[src/rtl/alarm_pkg.sv]
// Shared definitions for the alarm-clock time-entry logic: FSM encoding,
// BCD digit limits and the entry-validity check.
package alarm_pkg;

  localparam int STATE_W = 3;

  localparam logic [STATE_W-1:0] ST_IDLE       = 3'd0;
  localparam logic [STATE_W-1:0] ST_ENTRY      = 3'd1;
  localparam logic [STATE_W-1:0] ST_SHOW_ALARM = 3'd2;
  localparam logic [STATE_W-1:0] ST_LOAD_TIME  = 3'd3;
  localparam logic [STATE_W-1:0] ST_LOAD_ALARM = 3'd4;

  localparam logic [3:0] MS_HR_MAX     = 4'd2;
  localparam logic [3:0] LS_HR_MAX_TOP = 4'd3;
  localparam logic [3:0] MS_MIN_MAX    = 4'd5;
  localparam logic [3:0] DIGIT_MAX     = 4'd9;

  typedef struct packed {
    logic [3:0] ms_hr;
    logic [3:0] ls_hr;
    logic [3:0] ms_min;
    logic [3:0] ls_min;
  } bcd_time_t;

  function automatic logic is_digit(input logic [3:0] k);
    return k <= DIGIT_MAX;
  endfunction

  // 24-hour HH:MM check; hours 20-23 restrict the second hour digit.
  function automatic logic entry_valid(input bcd_time_t t);
    logic hr_ok;
    hr_ok = (t.ms_hr == MS_HR_MAX) ? (t.ls_hr <= LS_HR_MAX_TOP) : (t.ls_hr <= DIGIT_MAX);
    return (t.ms_hr <= MS_HR_MAX) && hr_ok && (t.ms_min <= MS_MIN_MAX) && (t.ls_min <= DIGIT_MAX);
  endfunction

endpackage

[src/rtl/time_set_ctrl_if.sv]
// Keypad/button inputs and display/load outputs of the time-set controller.
interface time_set_ctrl_if;
  logic       one_second;
  logic       key_valid;
  logic [3:0] key;
  logic       time_button;
  logic       alarm_button;
  logic [3:0] new_time_ms_hr;
  logic [3:0] new_time_ls_hr;
  logic [3:0] new_time_ms_min;
  logic [3:0] new_time_ls_min;
  logic       load_new_c;
  logic       load_new_a;
  logic       show_new_time;
  logic       show_a;
  logic       entry_err;

  modport master (
    output one_second, key_valid, key, time_button, alarm_button,
    input  new_time_ms_hr, new_time_ls_hr, new_time_ms_min, new_time_ls_min,
    input  load_new_c, load_new_a, show_new_time, show_a, entry_err
  );

  modport slave (
    input  one_second, key_valid, key, time_button, alarm_button,
    output new_time_ms_hr, new_time_ls_hr, new_time_ms_min, new_time_ls_min,
    output load_new_c, load_new_a, show_new_time, show_a, entry_err
  );
endinterface

[src/rtl/time_digit_shreg.sv]
// Four-digit BCD entry register: keys enter at ls_min and shift toward ms_hr.
module time_digit_shreg
  import alarm_pkg::*;
(
  input  logic      clk,
  input  logic      reset,
  input  logic      clear,
  input  logic      shift,
  input  logic [3:0] key,
  output bcd_time_t digits
);

  bcd_time_t digits_q, digits_d;

  // A clear with shift starts a fresh entry holding only the new key.
  always_comb begin
    digits_d = digits_q;
    if (shift) begin
      digits_d = clear ? bcd_time_t'({12'h000, key}) : bcd_time_t'({digits_q[11:0], key});
    end else if (clear) begin
      digits_d = '0;
    end
  end

  always_ff @(posedge clk or posedge reset) begin
    if (reset) digits_q <= '0;
    else       digits_q <= digits_d;
  end

  assign digits = digits_q;

endmodule

[src/rtl/time_set_ctrl.sv]
// Keypad time/alarm entry controller: collects four BCD digits, validates them
// and issues one-cycle load pulses for the current time or alarm.
module time_set_ctrl
  import alarm_pkg::*;
#(
  parameter int TIMEOUT_S = 10
) (
  input logic            clk,
  input logic            reset,
  time_set_ctrl_if.slave bus
);

  localparam int CNT_W = $clog2(TIMEOUT_S + 1);
  localparam logic [CNT_W-1:0] CNT_MAX = CNT_W'(TIMEOUT_S);

  function automatic logic [CNT_W-1:0] sat_inc(input logic [CNT_W-1:0] v);
    return (v == CNT_MAX) ? v : v + 1'b1;
  endfunction

  logic [STATE_W-1:0] state_q, state_d;
  logic [CNT_W-1:0]   tmr_q, tmr_d, tmr_inc;
  logic               load_c_q, load_c_d, load_a_q, load_a_d;
  logic               show_new_q, show_new_d, show_a_q, show_a_d;
  logic               err_q, err_d;
  logic               sh_clear, sh_shift, key_digit, valid;
  bcd_time_t          digits;

  time_digit_shreg u_shreg (
    .clk    (clk),
    .reset  (reset),
    .clear  (sh_clear),
    .shift  (sh_shift),
    .key    (bus.key),
    .digits (digits)
  );

  assign key_digit = bus.key_valid && is_digit(bus.key);
  assign valid     = entry_valid(digits);

  // Priority within a cycle: time_button, then alarm_button, then a digit key,
  // then the one-second tick.
  always_comb begin
    state_d  = state_q;
    tmr_d    = tmr_q;
    tmr_inc  = sat_inc(tmr_q);
    sh_clear = 1'b0;
    sh_shift = 1'b0;
    err_d    = 1'b0;
    case (state_q)
      ST_IDLE: begin
        if (bus.time_button) begin
          state_d = ST_IDLE;
        end else if (bus.alarm_button) begin
          state_d = ST_SHOW_ALARM;
          tmr_d   = '0;
        end else if (key_digit) begin
          sh_clear = 1'b1;
          sh_shift = 1'b1;
          tmr_d    = '0;
          state_d  = ST_ENTRY;
        end
      end
      ST_ENTRY: begin
        if (bus.time_button || bus.alarm_button) begin
          if (!valid) begin
            err_d   = 1'b1;
            state_d = ST_IDLE;
          end else begin
            state_d = bus.time_button ? ST_LOAD_TIME : ST_LOAD_ALARM;
          end
        end else if (key_digit) begin
          sh_shift = 1'b1;
          tmr_d    = '0;
        end else if (bus.one_second) begin
          tmr_d = tmr_inc;
          if (tmr_inc == CNT_MAX) state_d = ST_IDLE;
        end
      end
      ST_SHOW_ALARM: begin
        if (bus.time_button || bus.alarm_button) begin
          state_d = ST_IDLE;
        end else if (key_digit) begin
          sh_clear = 1'b1;
          sh_shift = 1'b1;
          tmr_d    = '0;
          state_d  = ST_ENTRY;
        end else if (bus.one_second) begin
          tmr_d = tmr_inc;
          if (tmr_inc == CNT_MAX) state_d = ST_IDLE;
        end
      end
      default: state_d = ST_IDLE;
    endcase
    load_c_d   = (state_d == ST_LOAD_TIME);
    load_a_d   = (state_d == ST_LOAD_ALARM);
    show_new_d = (state_d == ST_ENTRY) || load_c_d || load_a_d;
    show_a_d   = (state_d == ST_SHOW_ALARM);
  end

  always_ff @(posedge clk or posedge reset) begin
    if (reset) begin
      state_q    <= ST_IDLE;
      tmr_q      <= '0;
      load_c_q   <= 1'b0;
      load_a_q   <= 1'b0;
      show_new_q <= 1'b0;
      show_a_q   <= 1'b0;
      err_q      <= 1'b0;
    end else begin
      state_q    <= state_d;
      tmr_q      <= tmr_d;
      load_c_q   <= load_c_d;
      load_a_q   <= load_a_d;
      show_new_q <= show_new_d;
      show_a_q   <= show_a_d;
      err_q      <= err_d;
    end
  end

  assign bus.new_time_ms_hr  = digits.ms_hr;
  assign bus.new_time_ls_hr  = digits.ls_hr;
  assign bus.new_time_ms_min = digits.ms_min;
  assign bus.new_time_ls_min = digits.ls_min;
  assign bus.load_new_c      = load_c_q;
  assign bus.load_new_a      = load_a_q;
  assign bus.show_new_time   = show_new_q;
  assign bus.show_a          = show_a_q;
  assign bus.entry_err       = err_q;

endmodule

[src/flat_wrapper.sv]
// flat-port wrapper written by rule: the top's interface ports become plain ports
module time_set_ctrl_flat import alarm_pkg::*;
#(
  parameter int TIMEOUT_S = 10
)
  (clk, reset, bus_one_second, bus_key_valid, bus_key, bus_time_button, bus_alarm_button, bus_new_time_ms_hr, bus_new_time_ls_hr, bus_new_time_ms_min, bus_new_time_ls_min, bus_load_new_c, bus_load_new_a, bus_show_new_time, bus_show_a, bus_entry_err);
  time_set_ctrl_if bus_i ();
  input logic clk;
  input logic reset;
  input wire logic [$bits(bus_i.one_second)-1:0] bus_one_second;
  input wire logic [$bits(bus_i.key_valid)-1:0] bus_key_valid;
  input wire logic [$bits(bus_i.key)-1:0] bus_key;
  input wire logic [$bits(bus_i.time_button)-1:0] bus_time_button;
  input wire logic [$bits(bus_i.alarm_button)-1:0] bus_alarm_button;
  output wire logic [$bits(bus_i.new_time_ms_hr)-1:0] bus_new_time_ms_hr;
  output wire logic [$bits(bus_i.new_time_ls_hr)-1:0] bus_new_time_ls_hr;
  output wire logic [$bits(bus_i.new_time_ms_min)-1:0] bus_new_time_ms_min;
  output wire logic [$bits(bus_i.new_time_ls_min)-1:0] bus_new_time_ls_min;
  output wire logic [$bits(bus_i.load_new_c)-1:0] bus_load_new_c;
  output wire logic [$bits(bus_i.load_new_a)-1:0] bus_load_new_a;
  output wire logic [$bits(bus_i.show_new_time)-1:0] bus_show_new_time;
  output wire logic [$bits(bus_i.show_a)-1:0] bus_show_a;
  output wire logic [$bits(bus_i.entry_err)-1:0] bus_entry_err;
  assign bus_i.one_second = bus_one_second;
  assign bus_i.key_valid = bus_key_valid;
  assign bus_i.key = bus_key;
  assign bus_i.time_button = bus_time_button;
  assign bus_i.alarm_button = bus_alarm_button;
  assign bus_new_time_ms_hr = bus_i.new_time_ms_hr;
  assign bus_new_time_ls_hr = bus_i.new_time_ls_hr;
  assign bus_new_time_ms_min = bus_i.new_time_ms_min;
  assign bus_new_time_ls_min = bus_i.new_time_ls_min;
  assign bus_load_new_c = bus_i.load_new_c;
  assign bus_load_new_a = bus_i.load_new_a;
  assign bus_show_new_time = bus_i.show_new_time;
  assign bus_show_a = bus_i.show_a;
  assign bus_entry_err = bus_i.entry_err;
  time_set_ctrl #(.TIMEOUT_S(TIMEOUT_S)) u_core (.clk(clk), .reset(reset), .bus(bus_i));
endmodule
[config.mk]
export PLATFORM = sky130hd
export DESIGN_NAME = time_set_ctrl_flat
export DESIGN_NICKNAME = d
export VERILOG_FILES = /design/src/rtl/alarm_pkg.sv /design/src/rtl/time_set_ctrl_if.sv /design/src/rtl/time_digit_shreg.sv /design/src/rtl/time_set_ctrl.sv /design/src/flat_wrapper.sv
export SDC_FILE = /design/constraint.sdc
export NUM_CORES = 1
export LEC_CHECK = 0
export BUFFER_PORTS_ARGS = -buffer_cell sky130_fd_sc_hd__buf_2
export CORE_ASPECT_RATIO = 0.75
export CORE_MARGIN = 8
export CORE_UTILIZATION = 60
export CTS_BUF_LIST = sky130_fd_sc_hd__clkbuf_8
export DETAILED_ROUTE_END_ITERATION = 16
export HOLD_SLACK_MARGIN = 0.1
export PLACE_DENSITY = 0.87
export SLEW_MARGIN = 20
export SYNTH_ARGS = -nofsm -noshare
export SYNTH_HDL_FRONTEND = slang
export SYNTH_SLANG_ARGS = --single-unit
[constraint.sdc]
create_clock -name clk -period 3.2 [get_ports clk]
set_clock_uncertainty 0.1 [all_clocks]
set_input_delay 0.8 -clock clk [delete_from_list [all_inputs] [get_ports clk]]
set_output_delay 0.8 -clock clk [all_outputs]
set_load 0.1 [all_outputs]
* Word-level counts from Yosys, hierarchy flattened
Cells that the tools add are included.
Word-level totals: flip-flop bits (word level) 28, input port bits 10, output and inout bits 21, word-level logic and storage cells 76
Cells by class: add/sub/neg operators 1, magnitude comparators 6, eq/ne operators 13, mux-type cells 33, reductions and logical operators 12
Operators by type and width (number):
- $mux W16 | 3
- $mux W3 | 11
- $mux W4 | 7
- $le A4 B4 Y1 const B | 3
- $eq A3 B2 Y1 const B | 3
- $pmux W3 S3 | 1
- $eq A4 B4 Y1 const B | 2
- $le A4 B2 Y1 const B | 2
- $mux W1 | 8
- $pmux W4 S2 | 1
- $eq A3 B1 Y1 const B | 2
- $reduce_and A5 Y1 | 1
- $add A4 B1 Y4 const B | 1
- $eq A4 B2 Y1 const B | 1
- $le A4 B3 Y1 const B | 1
- $logic_and A1 B1 Y1 | 4
- $ne A2 B2 Y1 const B | 2
- $pmux W1 S2 | 2
- $reduce_bool A2 Y1 | 2
- $eq A3 B3 Y1 const B | 1
- $logic_not A3 Y1 | 1
- $logic_or A1 B1 Y1 | 3
- $ne A3 B1 Y1 const B | 1
- $ne A3 B2 Y1 const B | 1
- $reduce_or A2 Y1 | 1

* Depth between registers and ports, before layout
depth after elaboration 11, mapped depth 6, depth with buffers taken out 6

* Modules after synthesis
Synthesis repeated with hierarchy kept, for this count alone.
Unflattened totals: cell total of the unflattened synthesis 139, area total of the unflattened synthesis 1450.1 um^2
Modules (own cells, without submodules):
- time_set_ctrl | instances 1, cells each 84, area an instance 799.5 um^2
- time_digit_shreg | instances 1, cells each 55, area an instance 650.6 um^2

* Worst setup path after synthesis
Ideal clock, no wire load.
kind input port to flip-flop, start input bus_alarm_button, end register u_core.tmr_q[0], arrival time 1.863 ns, setup slack 1.173 ns, stages on the path 5, cell sequence buf_6 > or4b_1 > a211o_1 > a21oi_1 > a21o_1
On the way: cells in the longest elaborated chain, start to end 3
RTL lines:
- start: declaration | RTL line flat_wrapper.sv:14 | input wire logic [$bits(bus_i.alarm_button)-1:0] bus_alarm_button;
- $mux W4 or $logic_or A1 B1 Y1 (tied branches) | RTL line time_set_ctrl.sv:53, time_set_ctrl.sv:64, time_set_ctrl.sv:80
- $mux W4 or $ne A2 B2 Y1 (tied branches)
- $pmux W4 S2 or $reduce_and A5 Y1 (tied branches)
- end signal: assignment | RTL line time_set_ctrl.sv:111 | tmr_q <= tmr_d;
- end: declaration | RTL line time_set_ctrl.sv:21 | logic [CNT_W-1:0] tmr_q, tmr_d, tmr_inc;
Several ways; a longest one is shown, not always the timed one. The select of a mux whose other input is x is not followed. A chain may end at the register's enable or synchronous reset.

* Worst setup path after layout
start input bus_alarm_button, end register u_core.u_shreg.digits_q (netlist bit u_core.u_shreg.digits[3])
On the way: cells in the longest elaborated chain, start to end 4
RTL lines:
- $mux W1 or $logic_or A1 B1 Y1 (tied branches) | RTL line time_set_ctrl.sv:53, time_set_ctrl.sv:64, time_set_ctrl.sv:80
- $mux W1, on equally long branches | RTL line time_set_ctrl.sv:51, time_set_ctrl.sv:64
- $pmux W1 S2 | RTL line time_set_ctrl.sv:49 | case (state_q)
- $mux W16 or $reduce_bool A2 Y1 (tied branches)
- end signal: assignment | RTL line time_digit_shreg.sv:27 | else digits_q <= digits_d;
- end: declaration | RTL line time_digit_shreg.sv:13 | bcd_time_t digits_q, digits_d;
Several ways; a longest one is shown, not always the timed one.

==> impl_metrics.env <==
export IMPL_power_switching_uw=534
export IMPL_synth_compound_area_frac=0.168
export IMPL_synth_fa_ha_area_frac=0.0247
export IMPL_synthDistinctLibCells=49
export IMPL_nNetsFinal=175
export IMPL_cts_hold_buf=0
export IMPL_clkTransAtPathRegs_ns=0.08
export IMPL_worst_pin_slew_ns=0.610
export IMPL_post_route_cells_drive_above_1_share=0.261
export IMPL_end_kind="register"
export IMPL_first_global_vias=1103
export IMPL_postPlaceCellArea_mm2=0.00156
export IMPL_initialDrtViolationCount=77
export IMPL_r2r_end="u_core.u_shreg.digits[3]"
export IMPL_synth_edf_count=0
export IMPL_crit_arrival_ns=2.28
export IMPL_synthSimpleGateAreaFrac=0.184
export IMPL_finalCritPeriodShare=0.694
export IMPL_viasPerCell=5.73
export IMPL_worstHoldPathCells=2
export IMPL_path_class="primary input to register"
export IMPL_slew_headroom=0.592
export IMPL_clk_path_buf_depth=2
export IMPL_synth_nets=148
export IMPL_min_period_ns=2.22
export IMPL_port_buffers=30
export IMPL_cts_setup_buffers=0
export IMPL_ant_nets=0
export IMPL_most_common_layout_cells="30 x buf_2, 28 x dfrtp_1, 14 x nand2_1"
export IMPL_cts_tree="done"
export IMPL_syn_cell_area_mm2=0.00142
export IMPL_power_frac_comb=0.427
export IMPL_htree_levels=1
export IMPL_r2r_slack_ns=1.29
export IMPL_synth_cells=136
export IMPL_finalPower_mw=1.10
export IMPL_clk_insertion_delay_late_ns=0.27
export IMPL_grt_pass1_wl_mm=5.06
export IMPL_core_mm2=0.00227
export IMPL_numCtsBuffers=3
export IMPL_die_area_mm2=0.00419
export IMPL_drv_slew=0
export IMPL_maxCapViolations=0
export IMPL_antenna_found_initial=0
export IMPL_synthXorXnorAreaFrac=0.0185
export IMPL_synth_seq_area_share=0.494
export IMPL_drc=0
export IMPL_place_hpwl_mm=2.32
export IMPL_yosys_register_bits=28
export IMPL_synthFlopType="dfrtp_1"
export IMPL_grt_max_degree=29
export IMPL_p_int_uw=569
export IMPL_drt_total_wl_mm=3.03
export IMPL_clockRootBuffer="clkbuf_8"
export IMPL_clock_power_share=0.166
export IMPL_yosysWarningCount=0
export IMPL_synth_top_family_by_area="simple AND/OR/NAND/NOR gates"
export IMPL_die_w_um=72.1
export IMPL_place_gp_congestion=0.866
export IMPL_cts_resized=0
export IMPL_dr_total_vias=1118
export IMPL_vdd_drop_max_mv=0.552
export IMPL_rsz0062_at_grt="false"
export IMPL_power_per_cell_area_mw_per_mm2=687
export IMPL_numClockSinks=28
export IMPL_min_path_type="register to register"
export IMPL_max_freq_ghz=0.450
export IMPL_io_pins=31
export IMPL_fin_area_mm2=0.00160
export IMPL_outcome="finished, final reports clean"
export IMPL_fin_util=0.706
export IMPL_final_common_cell="buf_2"
export IMPL_cp_max_fo=23
export IMPL_reg2reg_depth=3
export IMPL_antenna_cells=0
export IMPL_hp_start="u_core.u_shreg.digits[8]"
export IMPL_hold_path_end="u_core.u_shreg.digits[8]"
export IMPL_syn_area_per_cell_um2=10.4
export IMPL_dieHeight_um=58.1
export IMPL_hold_viol_final=0
export IMPL_final_cells=195
export IMPL_p_sw_frac=0.484
export IMPL_wl_per_cell_um=15.6
export IMPL_async_reset_ff_frac=1.00
export IMPL_setup_tns_ns=0
export IMPL_initial_core_util=0.624
export IMPL_num_rows=15
export IMPL_place_inst=192
export IMPL_pwr_share_seq=0.408
export IMPL_area_delta_synth_final_pct=13.2
export IMPL_crit_required_ns=3.26
export IMPL_drtPass1Iterations=5
export IMPL_r2r_start="u_core.state_q[1]"
export IMPL_grt_overflow=0
export IMPL_finalSetupViolCount=0
export IMPL_grt_usage=0.149
export IMPL_cp_start_kind="primary input"
export IMPL_synthMuxAreaShare=0.0671
export IMPL_leakage_nw=0.813
critical path, cell delays in order:
cell     delay [ns]
buf_2          0.15
nor2_1         0.29
nand4_2        0.56
mux2_2         0.48
power by group through the flow:
| stage | sequential [mW] | clock, mW | combinational (mW) |
|---|---|---|---|
| final | 0.449 | 0.183 | 0.470 |
| after global routing | 0.456 | 0.200 | 0.490 |
| after CTS | 0.448 | 0.186 | 0.472 |
| after detailed placement | 0.454 | 0 | 0.472 |
| after global placement | 0.451 | 0 | 0.463 |
| after floorplan | 0.733 | 0 | 0.111 |
cells in the mapped netlist (all sizes together) (2+ instances only):
cell	n	area, µm²
dfrtp	28	701
nand2	14	52.6
o21ai	13	65.1
nor2	9	33.8
mux2i	5	50.1
a21oi	4	20.0
buf	4	31.3
clkbuf	4	16.3
inv	4	15.0
mux2	4	45.0
nor3	4	20.0
a21boi	2	15.0
a21o	2	15.0
ha	2	25.0
nand3	2	10.0
nand4	2	18.8
nand4bb	2	22.5
nor4bb	2	20.0
o21a	2	15.0
o2bb2ai	2	17.5
or2	2	12.5
xor2	2	17.5
routing by layer:
layer,vias up,share of wire,GRT usage
li1,548,-,-
met1,534,0.46,0.190
met2,34,0.48,0.239
met3,2,0.056,0.0499
met4,0,0.0020,0.0319
met5,-,0,0
worst max-delay path by stage:
| stage | startpoint | endpoint |
|---|---|---|
| 6_report | bus_alarm_button | u_core.u_shreg.digits[3] |
| 5_1_grt | bus_alarm_button | u_core.u_shreg.digits[0] |
| 4_1_cts | bus_alarm_button | u_core.u_shreg.digits[3] |
| 3_5_place_dp | bus_alarm_button | u_core.u_shreg.digits[3] |
| 3_3_place_gp | bus_alarm_button | u_core.u_shreg.digits[0] |
| 2_1_floorplan | bus_alarm_button | u_core.tmr_q[0] |
layout make-up:
type / count / area (µm²)
inverter: 4 / 15.0
multi-input combinational: 96 / 654
clock buffer: 3 / 41.3
sequential: 28 / 701
timing repair buffer: 30 / 150
fill: 172 / 667
tap: 34 / 42.5
sequential cells by signal, indices dropped and copies added (netlist names):
name	flops
u_core.bus.entry_err	1
u_core.bus.load_new_a	1
u_core.bus.load_new_c	1
u_core.bus.show_a	1
u_core.bus.show_new_time	1
u_core.state_q	3
u_core.tmr_q	4
u_core.u_shreg.digits	16
through the flow:
stage	setup slack [ns]	hold WS [ns]
finish	0.979	0.410
CTS	0.998	0.420
global placement	0.834	0.391
detailed placement	0.722	0.399
floorplan	1.17	0.442
global route	0.915	0.454
logic make-up after synthesis:
family	count (synthesis)
adders and majority gates	3
buffers and inverters	12
DFF	28
muxes	9
xor gates and xnor gates	3
and+or+nand+nor	46
AOI/OAI and AO/OA	35
Note: power is estimated with default switching activity, not from simulation.
